===== src/rtl/hidden_layer_sequencer_if.sv =====
// Bus bundle for hidden_layer_sequencer: input vector stream, weight-memory port,
// neuron operand/result wires, output result stream and status.
interface hidden_layer_sequencer_if #(
   parameter int unsigned ADDR_W = 7,
   parameter int unsigned IDX_W  = 3
);
   localparam int unsigned VEC_W  = 64;
   localparam int unsigned BYTE_W = 8;

   logic              in_valid;
   logic              in_ready;
   logic [VEC_W-1:0]  in_data;

   logic              w_rd_en;
   logic [ADDR_W-1:0] w_addr;
   logic [BYTE_W-1:0] w_rdata;

   logic [VEC_W-1:0]  nx;
   logic [VEC_W-1:0]  nw;
   logic [BYTE_W-1:0] nbias;
   logic [BYTE_W-1:0] n_out;

   logic              out_valid;
   logic              out_ready;
   logic [BYTE_W-1:0] out_data;
   logic [IDX_W-1:0]  out_idx;

   logic              busy;
   logic              layer_done;

   // Sequencer side
   modport master (
      input  in_valid, in_data, w_rdata, n_out, out_ready,
      output in_ready, w_rd_en, w_addr, nx, nw, nbias,
             out_valid, out_data, out_idx, busy, layer_done
   );

   // Environment side: vector source, weight memory, neuron, result consumer
   modport slave (
      output in_valid, in_data, w_rdata, n_out, out_ready,
      input  in_ready, w_rd_en, w_addr, nx, nw, nbias,
             out_valid, out_data, out_idx, busy, layer_done
   );
endinterface


===== src/rtl/hidden_layer_sequencer.sv =====
// Time-multiplexes one external combinational neuron across NUM_NEURONS logical
// neurons: fetch 8 weights + bias per neuron, capture its output, stream results.
module hidden_layer_sequencer #(
   parameter int unsigned NUM_NEURONS = 8,
   parameter int unsigned ADDR_W      = 7,
   parameter int unsigned IDX_W       = 3
) (
   input  logic                      clk,
   input  logic                      rst_n,
   hidden_layer_sequencer_if.master  io
);
   localparam int unsigned BYTE_W = 8;
   localparam int unsigned VEC_W  = 64;
   localparam int unsigned SLOTS  = 9;
   localparam int unsigned CNT_W  = 4;

   localparam logic [CNT_W-1:0] LAST_RD = CNT_W'(SLOTS - 1);
   localparam logic [CNT_W-1:0] LAST_WR = CNT_W'(SLOTS);
   localparam logic [CNT_W-1:0] BIAS_SL = CNT_W'(SLOTS - 1);
   localparam logic [IDX_W-1:0] LAST_N  = IDX_W'(NUM_NEURONS - 1);

   typedef enum logic [1:0] {
      IDLE  = 2'd0,
      FETCH = 2'd1,
      EVAL  = 2'd2,
      EMIT  = 2'd3
   } state_t;

   state_t           state;
   logic [CNT_W-1:0] cnt;
   logic [IDX_W-1:0] n;
   logic [CNT_W-1:0] slot_c;

   // Read data arriving in FETCH cycle c belongs to the read issued at c-1
   assign slot_c = cnt - CNT_W'(1);

   always_ff @(posedge clk or negedge rst_n) begin
      if (!rst_n) begin
         state         <= IDLE;
         cnt           <= '0;
         n             <= '0;
         io.in_ready   <= 1'b0;
         io.w_rd_en    <= 1'b0;
         io.w_addr     <= '0;
         io.nx         <= '0;
         io.nw         <= '0;
         io.nbias      <= '0;
         io.out_valid  <= 1'b0;
         io.out_data   <= '0;
         io.out_idx    <= '0;
         io.busy       <= 1'b0;
         io.layer_done <= 1'b0;
      end else begin
         io.layer_done <= 1'b0;
         case (state)
            IDLE: begin
               if (io.in_valid && io.in_ready) begin
                  io.nx       <= io.in_data;
                  n           <= '0;
                  cnt         <= '0;
                  io.w_addr   <= '0;
                  io.w_rd_en  <= 1'b1;
                  io.in_ready <= 1'b0;
                  io.busy     <= 1'b1;
                  state       <= FETCH;
               end else begin
                  io.in_ready <= 1'b1;
               end
            end

            FETCH: begin
               if (cnt != '0) begin
                  if (slot_c == BIAS_SL) begin
                     io.nbias <= io.w_rdata;
                  end else begin
                     io.nw[{slot_c[2:0], 3'b000} +: BYTE_W] <= io.w_rdata;
                  end
               end
               // Running address: after the last read it already points at the next neuron
               if (cnt <= LAST_RD) begin
                  io.w_addr <= io.w_addr + ADDR_W'(1);
               end
               if (cnt == LAST_RD) begin
                  io.w_rd_en <= 1'b0;
               end
               if (cnt == LAST_WR) begin
                  state <= EVAL;
               end else begin
                  cnt <= cnt + CNT_W'(1);
               end
            end

            EVAL: begin
               io.out_data  <= io.n_out;
               io.out_idx   <= n;
               io.out_valid <= 1'b1;
               state        <= EMIT;
            end

            EMIT: begin
               if (io.out_ready) begin
                  io.out_valid <= 1'b0;
                  if (n == LAST_N) begin
                     io.layer_done <= 1'b1;
                     io.in_ready   <= 1'b1;
                     io.busy       <= 1'b0;
                     state         <= IDLE;
                  end else begin
                     n          <= n + IDX_W'(1);
                     cnt        <= '0;
                     io.w_rd_en <= 1'b1;
                     state      <= FETCH;
                  end
               end
            end

            default: begin
               state <= IDLE;
            end
         endcase
      end
   end

   // Operand vector width is fixed by the neuron; keep the constant referenced
   logic unused_c;
   assign unused_c = ^{VEC_W'(0)};

endmodule


===== src/flat_wrapper.sv =====
// flat-port wrapper written by rule: the top's interface ports become plain ports
module hidden_layer_sequencer_flat 
#(
   parameter int unsigned NUM_NEURONS = 8,
   parameter int unsigned ADDR_W      = 7,
   parameter int unsigned IDX_W       = 3
)
  (clk, rst_n, io_in_valid, io_in_data, io_w_rdata, io_n_out, io_out_ready, io_in_ready, io_w_rd_en, io_w_addr, io_nx, io_nw, io_nbias, io_out_valid, io_out_data, io_out_idx, io_busy, io_layer_done);
  hidden_layer_sequencer_if #(.ADDR_W(ADDR_W), .IDX_W(IDX_W)) io_i ();
  input  logic clk;
  input  logic rst_n;
  input wire logic [$bits(io_i.in_valid)-1:0] io_in_valid;
  input wire logic [$bits(io_i.in_data)-1:0] io_in_data;
  input wire logic [$bits(io_i.w_rdata)-1:0] io_w_rdata;
  input wire logic [$bits(io_i.n_out)-1:0] io_n_out;
  input wire logic [$bits(io_i.out_ready)-1:0] io_out_ready;
  output wire logic [$bits(io_i.in_ready)-1:0] io_in_ready;
  output wire logic [$bits(io_i.w_rd_en)-1:0] io_w_rd_en;
  output wire logic [$bits(io_i.w_addr)-1:0] io_w_addr;
  output wire logic [$bits(io_i.nx)-1:0] io_nx;
  output wire logic [$bits(io_i.nw)-1:0] io_nw;
  output wire logic [$bits(io_i.nbias)-1:0] io_nbias;
  output wire logic [$bits(io_i.out_valid)-1:0] io_out_valid;
  output wire logic [$bits(io_i.out_data)-1:0] io_out_data;
  output wire logic [$bits(io_i.out_idx)-1:0] io_out_idx;
  output wire logic [$bits(io_i.busy)-1:0] io_busy;
  output wire logic [$bits(io_i.layer_done)-1:0] io_layer_done;
  assign io_i.in_valid = io_in_valid;
  assign io_i.in_data = io_in_data;
  assign io_i.w_rdata = io_w_rdata;
  assign io_i.n_out = io_n_out;
  assign io_i.out_ready = io_out_ready;
  assign io_in_ready = io_i.in_ready;
  assign io_w_rd_en = io_i.w_rd_en;
  assign io_w_addr = io_i.w_addr;
  assign io_nx = io_i.nx;
  assign io_nw = io_i.nw;
  assign io_nbias = io_i.nbias;
  assign io_out_valid = io_i.out_valid;
  assign io_out_data = io_i.out_data;
  assign io_out_idx = io_i.out_idx;
  assign io_busy = io_i.busy;
  assign io_layer_done = io_i.layer_done;
  hidden_layer_sequencer #(.NUM_NEURONS(NUM_NEURONS), .ADDR_W(ADDR_W), .IDX_W(IDX_W)) u_core (.clk(clk), .rst_n(rst_n), .io(io_i));
endmodule

===== config.mk =====
export PLATFORM = sky130hd
export DESIGN_NAME = hidden_layer_sequencer_flat
export DESIGN_NICKNAME = d
export VERILOG_FILES = /design/src/rtl/hidden_layer_sequencer_if.sv /design/src/rtl/hidden_layer_sequencer.sv /design/src/flat_wrapper.sv
export SDC_FILE = /design/constraint.sdc
export NUM_CORES = 1
export LEC_CHECK = 0
export BUFFER_PORTS_ARGS = -buffer_cell sky130_fd_sc_hd__buf_2
export CAP_MARGIN = 20
export CORE_AREA = 2 2 157 159
export CTS_CLUSTER_DIAMETER = 100
export DETAILED_ROUTE_END_ITERATION = 12
export DIE_AREA = 0 0 159 161
export HOLD_SLACK_MARGIN = 0.06
export PLACE_DENSITY = 0.5
export SYNTH_ARGS = -nofsm -noshare
export SYNTH_HDL_FRONTEND = slang
export SYNTH_SLANG_ARGS = --single-unit
export TNS_END_PERCENT = 50

===== constraint.sdc =====
create_clock -name clk -period 3.12 [get_ports clk]
set_input_delay 0.312 -clock clk [delete_from_list [all_inputs] [get_ports clk]]
set_output_delay 0.312 -clock clk [all_outputs]
set_load 0.02 [all_outputs]

# Word-level counts from Yosys, hierarchy flattened
# Cells that the tools add are included.
# totals
regBits	168
out_inout_bits	159
wordCells	91
in_bits	84
# op_classes
addsub	5
reduce_logical	18
n_bitwise	1
n_eq_ne	15
n_mux	35
magnitude_cmp	1
shifts	2
# ops
cell	n
bitwise mux 64 bit	1
variable shift 8 x 8 -> 64 bit, first input constant	1
indexed part select 8 x 8 -> 64 bit	1
2-to-1 mux 4 bit	4
AND reduction 3 bit	5
2-to-1 mux 1 bit	14
2-to-1 mux 7 bit	2
case mux 7 bit (2 select lines)	1
== test 4 bit, second input constant	3
case mux 4 bit (3 select lines)	1
inequality test 2 x 1 -> 1 bit, second input constant	5
AND reduction 5 bit	2
2-to-1 mux 3 bit	3
negator 6 -> 8 bit	1
case mux 2 bit (4 select lines)	1
AND reduction 4 bit	2
adder 7 x 1 -> 7 bit, second input constant	1
2-to-1 mux 2 bit	3
inequality test 2 bit, second input constant	3
case mux 1 bit (2 select lines)	3
case mux 3 bit (2 select lines)	1
nonzero test 2 bit	3
adder 4 x 1 -> 4 bit, second input constant	1
== test 2 bit, second input constant	2
other kinds (12)	13

# Logic depth before layout (Yosys ltp)
# Gate-level depths: netlist of the first run.
# logic_depth
depth_word	4
ltp_mapped	10
mapped_depth_nobuf	7

# Least setup slack after synthesis of the first run
# Ideal clock, no wire load.
# synth_path
kind	reg-to-reg
start	reg u_core.cnt[0]
end	reg u_core.io.nw[40]
path_buffers	2
path_stages_with_launch	9
t_required_ns	2.995
arrival_ns	2.834
path_slack_ns	0.161
setup_time_ns	0.125
path_cell_list	dfrtp_1 -> buf_2 -> inv_1 -> ha_1 -> xnor2_1 -> ha_1 -> clkbuf_1 -> nor4_2 -> mux2_2
# synth_via
elab_chain_len	4
# synth_rtl
item	line_no	rtl
from (decl)	hidden_layer_sequencer.sv:30	logic [CNT_W-1:0] cnt;
from (signal assigned)	hidden_layer_sequencer.sv:89	cnt <= cnt + CNT_W'(1);
subtractor 4 x 1 -> 4 bit	hidden_layer_sequencer.sv:35	assign slot_c = cnt - CNT_W'(1);
negator 6 -> 8 bit / == test 4 bit (equally long branches)	hidden_layer_sequencer.sv:76, hidden_layer_sequencer.sv:73	
indexed part select 8 x 8 -> 64 bit, or another cell as far along	hidden_layer_sequencer.sv:76	io.nw[{slot_c[2:0], 3'b000} +: BYTE_W] <= io.w_rdata;
bitwise mux 64 bit / AND reduction 3 bit (equally long branches)	--	
to (signal, indexed assignment)	hidden_layer_sequencer.sv:76	
to (decl)	hidden_layer_sequencer_if.sv:34	output in_ready, w_rd_en, w_addr, nx, nw, nbias,
# Parallel ways exist; a longest one is shown, timed or not.
# A chain may end at the register's enable or synchronous reset.

# Worst setup path after layout of the first run
# layout_path
start	reg u_core.cnt[1]
end	reg u_core.io.nw[57]
# The elaborated chain is that of the path after synthesis.

==> results of run 1 <==
## area by class of cell
class / instances / area, um2
fill: 2345 / 14710
sequential: 168 / 4204
multi-input combinational: 293 / 2749
timing repair buffer: 251 / 1300
clock buffer: 19 / 452.9
tap: 324 / 405.4
clock inverter: 12 / 93.84
inverter: 12 / 45.04
## critical path: stages (launching register included)
cell and delay (ns):
dfrtp_1 0.47, inv_1 0.13, ha_1 0.22, xnor2_1 0.33, ha_1 0.42, nor4_2 0.86, mux2_2 0.42
## cell families after synthesis
family / synth area share, %
DFF: 59.38
and+or+nand+nor: 7.476
AOI/OAI and AO/OA: 4.666
buffers and inverters: 1.979
adders and majority gates: 2.828
xor gates and xnor gates: 0.1237
muxes: 23.54
## worst paths after layout
check | startpoint | end | slack, ns | cells after the start
hold reg to reg | u_core.io.nx[7]$_DFFE_PN0P_ | u_core.io.nx[7]$_DFFE_PN0P_ | 0.50 | 1
hold / removal | io_in_data[63] | u_core.io.nx[63]$_DFFE_PN0P_ | 0.11 | 2
setup / recovery | u_core.cnt[1]$_DFFE_PN0P_ | u_core.io.nw[57]$_DFFE_PN0P_ | 0.14 | 6
setup reg to reg | u_core.cnt[1]$_DFFE_PN0P_ | u_core.io.nw[57]$_DFFE_PN0P_ | 0.14 | 6
min in group asynchronous | rst_n | u_core.io.nbias[1]$_DFFE_PN0P_ | 0.49 | 2
max in group asynchronous | rst_n | u_core.io.nx[6]$_DFFE_PN0P_ | 1.62 | 3
## timing repair
action	4_1_cts	5_1_grt
hold buffers	1	0
resized for setup	0	1
endpoints found under the setup margin	0	41
hold endpoints to repair	73	0
## per-stage QoR
| step | instance area [um2] | setup WS, ns |
|---|---|---|
| 4_1_cts | 9241 | 0.09581 |
| 5_1_grt | 9250 | -0.08764 |
| 3_3_place_gp | 8685 | 0.2359 |
| 3_5_place_dp | 8685 | 0.1227 |
| 2_1_floorplan | 7079 | 0.1614 |
| 6_report | 9250 | 0.1365 |
## sequential cells by signal (all words and copies together) (netlist names)
register and count:
u_core.cnt 4, u_core.io.out_data 8, u_core.state 2, u_core.io.out_idx 3
u_core.io.w_rd_en 1, u_core.n 3, u_core.io.w_addr 7, u_core.io.busy 1
u_core.io.in_ready 1, u_core.io.out_valid 1, u_core.io.nx 64, u_core.io.nw 64
u_core.io.layer_done 1, u_core.io.nbias 8
## cells in the final DEF (no fill, tap or decap), types with 2 or more instances in the layout
cell / n
nor4b_2: 4
nand2b_1: 6
a31oi_1: 2
nor4_2: 2
or2_2: 3
nand2_1: 14
buf_4: 7
and2_1: 16
nand3_1: 4
clkinv_2: 2
clkbuf_8: 2
o2bb2ai_1: 3
a22o_1: 7
nor3_1: 4
inv_1: 12
and3_1: 10
clkinvlp_4: 5
buf_2: 241
inv_6: 3
nor2_1: 5
clkbuf_16: 17
mux2_2: 148
nand3b_1: 2
ha_1: 16
or3_1: 2
a21oi_1: 4
dfrtp_1: 168
o21ai_0: 19
## layer usage
layer	part of all wire (%)	track usage (%)	up-vias
li1	-	-	2256
met1	40	15.98	2436
met5	0	0	-
met3	5.0	4.058	23
met4	2.2	5.165	0
met2	53	24.94	125
## power breakdown
| part | switching, mW | internal [mW] |
|---|---|---|
| registers | 0.427 | 2.96 |
| logic | 2.30 | 1.59 |
| clock network | 0.905 | 1.07 |
| total | 3.63 | 5.61 |
==> results.sh, run 1 <==
export IMPL_outcome="finished, final reports clean"
export IMPL_grt_usage_pct=13.99
export IMPL_clock_sinks=168
export IMPL_fin_nets=843
export IMPL_via_count=4840
export IMPL_wire_per_inst_um=16.42
export IMPL_dp_cells=1047
export IMPL_routed_wl_um=17720
export IMPL_synth_area_leader_cell="dfrtp_1"
export IMPL_synthArstFlopShare_pct=100.0
export IMPL_hold_slack_ns=0.1114
export IMPL_cts_root_buf="clkbuf_16"
export IMPL_remaining_drc_errors=0
export IMPL_fin_util_pct=38.60
export IMPL_fmax_mhz=335.2
export IMPL_firstDrtPassIters=4
export IMPL_die_area_um2=25600
export IMPL_ioPinCount=243
export IMPL_dp_hpwl_um=13060
export IMPL_ir_drop_mv=0.5285
export IMPL_synth_avg_cell_area_um2=14.39
export IMPL_post_cts_buffers=0
export IMPL_antennaDiodeCount=0
export IMPL_die_w_um=159
export IMPL_antenna_found_initial=0
export IMPL_synth_top_cells_by_count="dfrtp_1 (168), mux2_2 (148), o21ai_0 (19)"
export IMPL_grt_max_degree=76
export IMPL_cp_end_kind="flop"
export IMPL_p_per_area_nw_per_um2=999.9
export IMPL_cts_max_level=4
export IMPL_dominantRegCellSynth="dfrtp_1"
export IMPL_yosys_cell_types_count=45
export IMPL_skew_ns=0.01010
export IMPL_rsz0062_at_grt="yes"
export IMPL_crit_required_ns=3.43
export IMPL_cp_max_fo=8
export IMPL_ys_seq_area_share_pct=59.38
export IMPL_via_per_inst=4.486
export IMPL_worst_pin_slew_ns=0.9858
export IMPL_routabilityCongestion=0.7062
export IMPL_p_total_mw=9.249
export IMPL_max_cap_violations=0
export IMPL_cts_tree="built"
export IMPL_setup_viol=0
export IMPL_path_clk_slew_ns=0.07
export IMPL_yosys_top_cells_area="dfrtp_1 (59%), mux2_2 (24%), ha_1 (2.8%)"
export IMPL_syn_area_um2=7079
export IMPL_cp_arrival_ns=3.30
export IMPL_max_slew_margin_pct=34.11
export IMPL_crit_path_start_kind="flop"
export IMPL_antenna_left=0
export IMPL_grt_pass1_wl_um=28350
export IMPL_port_buffers=242
export IMPL_grt_pass1_vias=5244
export IMPL_grt_overflow=0
export IMPL_insertion_delay_ns=0.43
export IMPL_syn2layout_area_growth_pct=30.66
export IMPL_crit_type="flop to flop"
export IMPL_fp_row_count=57
export IMPL_ys_ff_latch=168
export IMPL_yosysMostFrequentCell="dfrtp_1"
export IMPL_ys_warn_count=0
export IMPL_fin_setup_tns_ns=0
export IMPL_die_h_um=161
export IMPL_total_leakage_power_nw=4.664
export IMPL_post_route_period_util_pct=95.62
export IMPL_hold_viol_final=0
export IMPL_hp_class="primary input to flop"
export IMPL_synth_enable_flop_cells=0
export IMPL_numCtsBuffers=17
export IMPL_clockBufferDepth=2
export IMPL_drv_slew=0
export IMPL_syn_num_nets=592
export IMPL_synth_top_area_share_pct=59.38
export IMPL_fin_crit_ns=2.983
export IMPL_drive_gt1_share_pct=59.21
export IMPL_drtIter0Drc=370
export IMPL_design_core_area_um2=23960
export IMPL_synthCells=492
export IMPL_stdcell_count=1079
export IMPL_initial_core_util_pct=29.54
Power figures use the tool's default switching activity.
==> run 2: changes to the inputs <==
CELL_PAD_IN_SITES_DETAIL_PLACEMENT = 1   (was not set)
CELL_PAD_IN_SITES_GLOBAL_PLACEMENT = 1   (was not set)
PLACE_DENSITY = not set   (was 0.5)
PLACE_DENSITY_LB_ADDON = 0.1   (was not set)
==> run 2 against run 1 <==
  * Non-clock buffer count increased by 6
  * Sequential cell count unchanged
  * Wire length increased by 9.3%
  * Via count rose by 1.8%
  * Power rose by 5.7%
  * Critical endpoint is now u_core.io.nw[0]$_DFFE_PN0P_
  * Largest cell class unchanged
==> results.sh, run 2 (synthesis results as in run 1) <==
export IMPL_post_route_period_util_pct=93.51
export IMPL_via_count=4929
export IMPL_fin_setup_tns_ns=0
export IMPL_ioPinCount=243
export IMPL_rsz0062_at_grt="no"
export IMPL_max_slew_margin_pct=50.12
export IMPL_die_area_um2=25600
export IMPL_wire_per_inst_um=17.83
export IMPL_cpMostUsedCell="ha_1"
export IMPL_fp_row_count=57
export IMPL_syn2layout_area_growth_pct=33.42
export IMPL_max_cap_violations=0
export IMPL_routabilityCongestion=0.7396
export IMPL_p_per_area_nw_per_um2=1035
export IMPL_die_h_um=161
export IMPL_crit_buf_inv=1
export IMPL_dp_hpwl_um=14510
export IMPL_antenna_found_initial=0
export IMPL_fmax_mhz=342.8
export IMPL_path_cells="inv_1 -> ha_1 -> xnor2_2 -> ha_1 -> nand3b_1 -> or4_1 -> mux2_2"
export IMPL_crit_path_start_kind="flop"
export IMPL_total_leakage_power_nw=4.785
export IMPL_setup_viol=0
export IMPL_antenna_left=0
export IMPL_drtIter0Drc=163
export IMPL_path_clk_slew_ns=0.07
export IMPL_routed_wl_um=19370
export IMPL_fin_util_pct=39.42
export IMPL_via_per_inst=4.539
export IMPL_crit_required_ns=3.43
export IMPL_outcome="finished, final reports clean"
export IMPL_clock_sinks=168
export IMPL_clockBufferDepth=2
export IMPL_ir_drop_mv=0.3832
export IMPL_hp_class="primary input to flop"
export IMPL_cp_max_fo=8
export IMPL_die_w_um=159
export IMPL_insertion_delay_ns=0.43
export IMPL_final_cell_mix="buf_2 (241), dfrtp_1 (168), mux2_2 (148)"
export IMPL_worst_pin_slew_ns=0.7474
export IMPL_post_cts_buffers=0
export IMPL_cts_tree="built"
export IMPL_cts_max_level=4
export IMPL_grt_pass1_vias=5612
export IMPL_fin_nets=849
export IMPL_reg_top3="u_core.io.nw x64, u_core.io.nx x64"
export IMPL_skew_ns=0.01056
export IMPL_initial_core_util_pct=29.54
export IMPL_hold_viol_final=0
export IMPL_grt_overflow=0
export IMPL_drv_slew=0
export IMPL_port_buffers=242
export IMPL_max_stage_delay_ns=0.62
export IMPL_final_common_cell="buf_2"
export IMPL_p_total_mw=9.776
export IMPL_cp_arrival_ns=3.23
export IMPL_design_core_area_um2=23960
export IMPL_crit_slowest_cell="or4_1"
export IMPL_fin_crit_ns=2.917
export IMPL_design_area_um2=9445
export IMPL_drive_gt1_share_pct=59.71
export IMPL_hold_slack_ns=0.1120
export IMPL_grt_usage_pct=15.43
export IMPL_firstDrtPassIters=4
export IMPL_grt_max_degree=74
export IMPL_grt_pass1_wl_um=31000
export IMPL_cts_root_buf="clkbuf_16"
export IMPL_crit_type="flop to flop"
export IMPL_numCtsBuffers=17
export IMPL_antennaDiodeCount=0
export IMPL_placed_area_um2=8742
export IMPL_crit_family="simple AND/OR/NAND/NOR gates"
export IMPL_cp_end_kind="flop"
export IMPL_remaining_drc_errors=0
[run 2: cell count changes in the layout (fill, tap and decap cells not counted), sizes merged]
cell      change
inv           +3
bufinv        +5
buf           +6
clkbuf        -1
clkinvlp      -4
clkinv        -2
[run 2: layout make-up]
type                       instances  area (um2)
timing repair buffer             257        1358
fill                            2624       14520
clock inverter                    14       229.0
inverter                          12       45.04
sequential                       168        4204
clock buffer                      18       439.2
multi-input combinational        293        2765
tap                              324       405.4
[run 2: report_power, final]
group	leakage, nW	internal, mW	switching, mW
Combinational	2.32	1.63	2.36
Sequential	2.13	2.96	0.424
Clock	0.326	1.47	0.935
Total	4.78	6.05	3.72
[run 2: stage by stage]
step,cells,setup WS [ns]
after floorplan,492,0.1614
after global placement,1053,0.2250
after detailed placement,1053,0.05170
after CTS,1086,0.04148
after global routing,1086,0.08237
final,1086,0.2025
[run 2: worst paths after layout]
path / slack [ns] / cells after the start / startpoint / end
worst min-delay path: 0.11 / 2 / io_in_data[33] / u_core.io.nx[33]$_DFFE_PN0P_
max in group asynchronous: 1.74 / 3 / rst_n / u_core.io.nx[46]$_DFFE_PN0P_
worst min register to register: 0.50 / 1 / u_core.io.nx[4]$_DFFE_PN0P_ / u_core.io.nx[4]$_DFFE_PN0P_
min in group asynchronous: 0.45 / 2 / rst_n / u_core.io.nw[57]$_DFFE_PN0P_
worst max-delay path: 0.20 / 7 / u_core.cnt[1]$_DFFE_PN0P_ / u_core.io.nw[0]$_DFFE_PN0P_
worst max register to register: 0.20 / 7 / u_core.cnt[1]$_DFFE_PN0P_ / u_core.io.nw[0]$_DFFE_PN0P_
[run 2: layer usage]
metal	wire [um]	global-route usage, %	vias up
met5	0	0	-
met4	270	4.669	0
met3	1309	5.727	20
met2	10350	27.63	118
met1	7440	17.13	2524
li1	-	-	2267
[run 2: what timing repair did]
action / in CTS / in global routing
endpoints found under the setup margin: 0 / 23
resized for setup: 0 / 3
hold buffers: 1 / 0
hold endpoints to repair: 70 / 0
==> run 3: changes to the inputs <==
BUFFER_PORTS_ARGS = not set   (was -buffer_cell sky130_fd_sc_hd__buf_2)
CTS_BUF_LIST = sky130_fd_sc_hd__clkbuf_2 sky130_fd_sc_hd__clkbuf_4 sky130_fd_sc_hd__clkbuf_8   (was not set)
DONT_BUFFER_PORTS = 1   (was not set)
==> run 3 against run 2 <==
  * The flow now finishes with violations (hold timing)
  * Sequential share of layout area is 3.7 points higher
  * Sequential cell count stayed put
  * Critical path type unchanged
  * Largest power group is now sequential cells
  * Die area stayed put
  * Clock skew is 0.0061 ns higher
  * Fmax is 3.6% higher
  * Via count is 12% lower
  * Setup slack better by 0.10 ns
  * Wire length is 4.8% lower
  * Clock power is 35% lower
  * Largest cell class unchanged
==> results.sh, run 3 (synthesis results as in run 1) <==
export IMPL_clock_sinks=168
export IMPL_rsz0062_at_grt="no"
export IMPL_timing_rr_start="u_core.cnt[1]$_DFFE_PN0P_"
export IMPL_remaining_drc_errors=0
export IMPL_grt_pass1_wl_um=29280
export IMPL_ioPinCount=243
export IMPL_total_leakage_power_nw=3.908
export IMPL_final_cell_mix="dfrtp_1 (168), mux2_2 (148), dlygate4sd3_1 (82)"
export IMPL_r2r_cells=7
export IMPL_port_buffers=0
export IMPL_hold_slack_ns=-0.4554
export IMPL_die_area_um2=25600
export IMPL_p_per_area_nw_per_um2=942.7
export IMPL_path_clk_slew_ns=0.10
export IMPL_fp_row_count=57
export IMPL_post_cts_buffers=0
export IMPL_crit_required_ns=3.45
export IMPL_outcome="complete, but fails checks"
export IMPL_routabilityCongestion=0.7000
export IMPL_max_slew_margin_pct=46.07
export IMPL_multi_input_area_um2=2748
export IMPL_worst_pin_slew_ns=0.8028
export IMPL_hp_class="primary input to async pin"
export IMPL_grt_overflow=0
export IMPL_ir_drop_mv=0.3650
export IMPL_die_h_um=161
export IMPL_antenna_found_initial=0
export IMPL_violations="hold timing"
export IMPL_dp_slack_ns=0.1689
export IMPL_final_common_cell="dfrtp_1"
export IMPL_firstDrtPassIters=4
export IMPL_hold_viol_final=168
export IMPL_cts_max_level=4
export IMPL_fin_util_pct=36.40
export IMPL_post_route_period_util_pct=90.30
export IMPL_fin_crit_ns=2.817
export IMPL_numCtsBuffers=17
export IMPL_timing_rr_end="u_core.io.nw[7]$_DFFE_PN0P_"
export IMPL_setup_viol=0
export IMPL_drive_gt1_share_pct=35.33
export IMPL_cts_tree="built"
export IMPL_design_core_area_um2=23960
export IMPL_drtIter0Drc=174
export IMPL_grt_pass1_vias=4877
export IMPL_fmax_mhz=355.0
export IMPL_cts_root_buf="clkbuf_8"
export IMPL_wire_per_inst_um=19.96
export IMPL_crit_type="flop to flop"
export IMPL_grt_max_degree=169
export IMPL_skew_ns=0.01668
export IMPL_cp_max_fo=8
export IMPL_cts_hold_buf=82
export IMPL_antenna_left=0
export IMPL_cp_arrival_ns=3.15
export IMPL_clockBufferDepth=2
export IMPL_dp_hpwl_um=12240
export IMPL_die_w_um=159
export IMPL_placed_area_um2=7505
export IMPL_seqCellArea_um2=4204
export IMPL_insertion_delay_ns=0.46
export IMPL_initial_core_util_pct=29.54
export IMPL_crit_path_start_kind="flop"
export IMPL_max_cap_violations=0
export IMPL_regToRegSetupSlack_ns=0.30
export IMPL_via_count=4327
export IMPL_design_area_um2=8722
export IMPL_routed_wl_um=18440
export IMPL_fin_setup_tns_ns=0
export IMPL_fin_nets=687
export IMPL_grt_usage_pct=14.76
export IMPL_antennaDiodeCount=0
export IMPL_reg_top3="u_core.io.nw x64, u_core.io.nx x64"
export IMPL_syn2layout_area_growth_pct=23.21
export IMPL_n_fill_cell=2538
export IMPL_finalWorstSetupSlack_ns=0.3027
export IMPL_drv_slew=0
export IMPL_via_per_inst=4.683
export IMPL_cp_end_kind="flop"
## run 3: worst max path at each step
stage                                   start                      endpoint
CTS                 u_core.cnt[1]$_DFFE_PN0P_   u_core.io.nw[7]$_DFFE_PN0P_
finish              u_core.cnt[1]$_DFFE_PN0P_   u_core.io.nw[7]$_DFFE_PN0P_
detailed placement  u_core.cnt[1]$_DFFE_PN0P_   u_core.io.nw[2]$_DFFE_PN0P_
global route        u_core.cnt[1]$_DFFE_PN0P_   u_core.io.nw[7]$_DFFE_PN0P_
floorplan           u_core.cnt[0]$_DFFE_PN0P_  u_core.io.nw[40]$_DFFE_PN0P_
global placement    u_core.cnt[1]$_DFFE_PN0P_   u_core.io.nw[2]$_DFFE_PN0P_
## run 3: metal layers
metal / track usage (%) / wire, um
met5: 0 / 0
met4: 4.174 / 208
met3: 5.624 / 1269
met2: 25.30 / 9559
met1: 17.34 / 7406
## run 3: metrics by stage
stage / instances / power, mW
3_3_place_gp: 810 / 6.551
4_1_cts: 924 / 8.360
5_1_grt: 924 / 8.760
3_5_place_dp: 810 / 6.646
6_report: 924 / 8.222
2_1_floorplan: 492 / 5.945
## run 3: worst max-delay path, cell delays in order (launching register included)
cell	delay, ns
dfrtp_1	0.47
inv_1	0.14
ha_1	0.32
xnor2_2	0.27
ha_1	0.37
nand3b_1	0.19
or4_1	0.60
mux2_2	0.34
## run 3: where the power goes
group	internal (mW)	switching, mW	leakage (nW)
Combinational	1.15	1.00	1.58
Clock	0.685	0.879	0.195
Sequential	2.95	1.56	2.13
## run 3: layout make-up
type | count | share of cell area (%)
Sequential cell | 168 | 48.20
Multi-Input combinational cell | 293 | 31.50
Timing Repair Buffer | 95 | 10.67
Tap cell | 324 | 4.648
Clock buffer | 19 | 2.926
Clock inverter | 13 | 1.535
Inverter | 12 | 0.5164
## run 3: repair_timing
action	CTS	global route
gates resized for setup	0	1
hold endpoints to repair	265	168
endpoints found under the setup margin	0	8
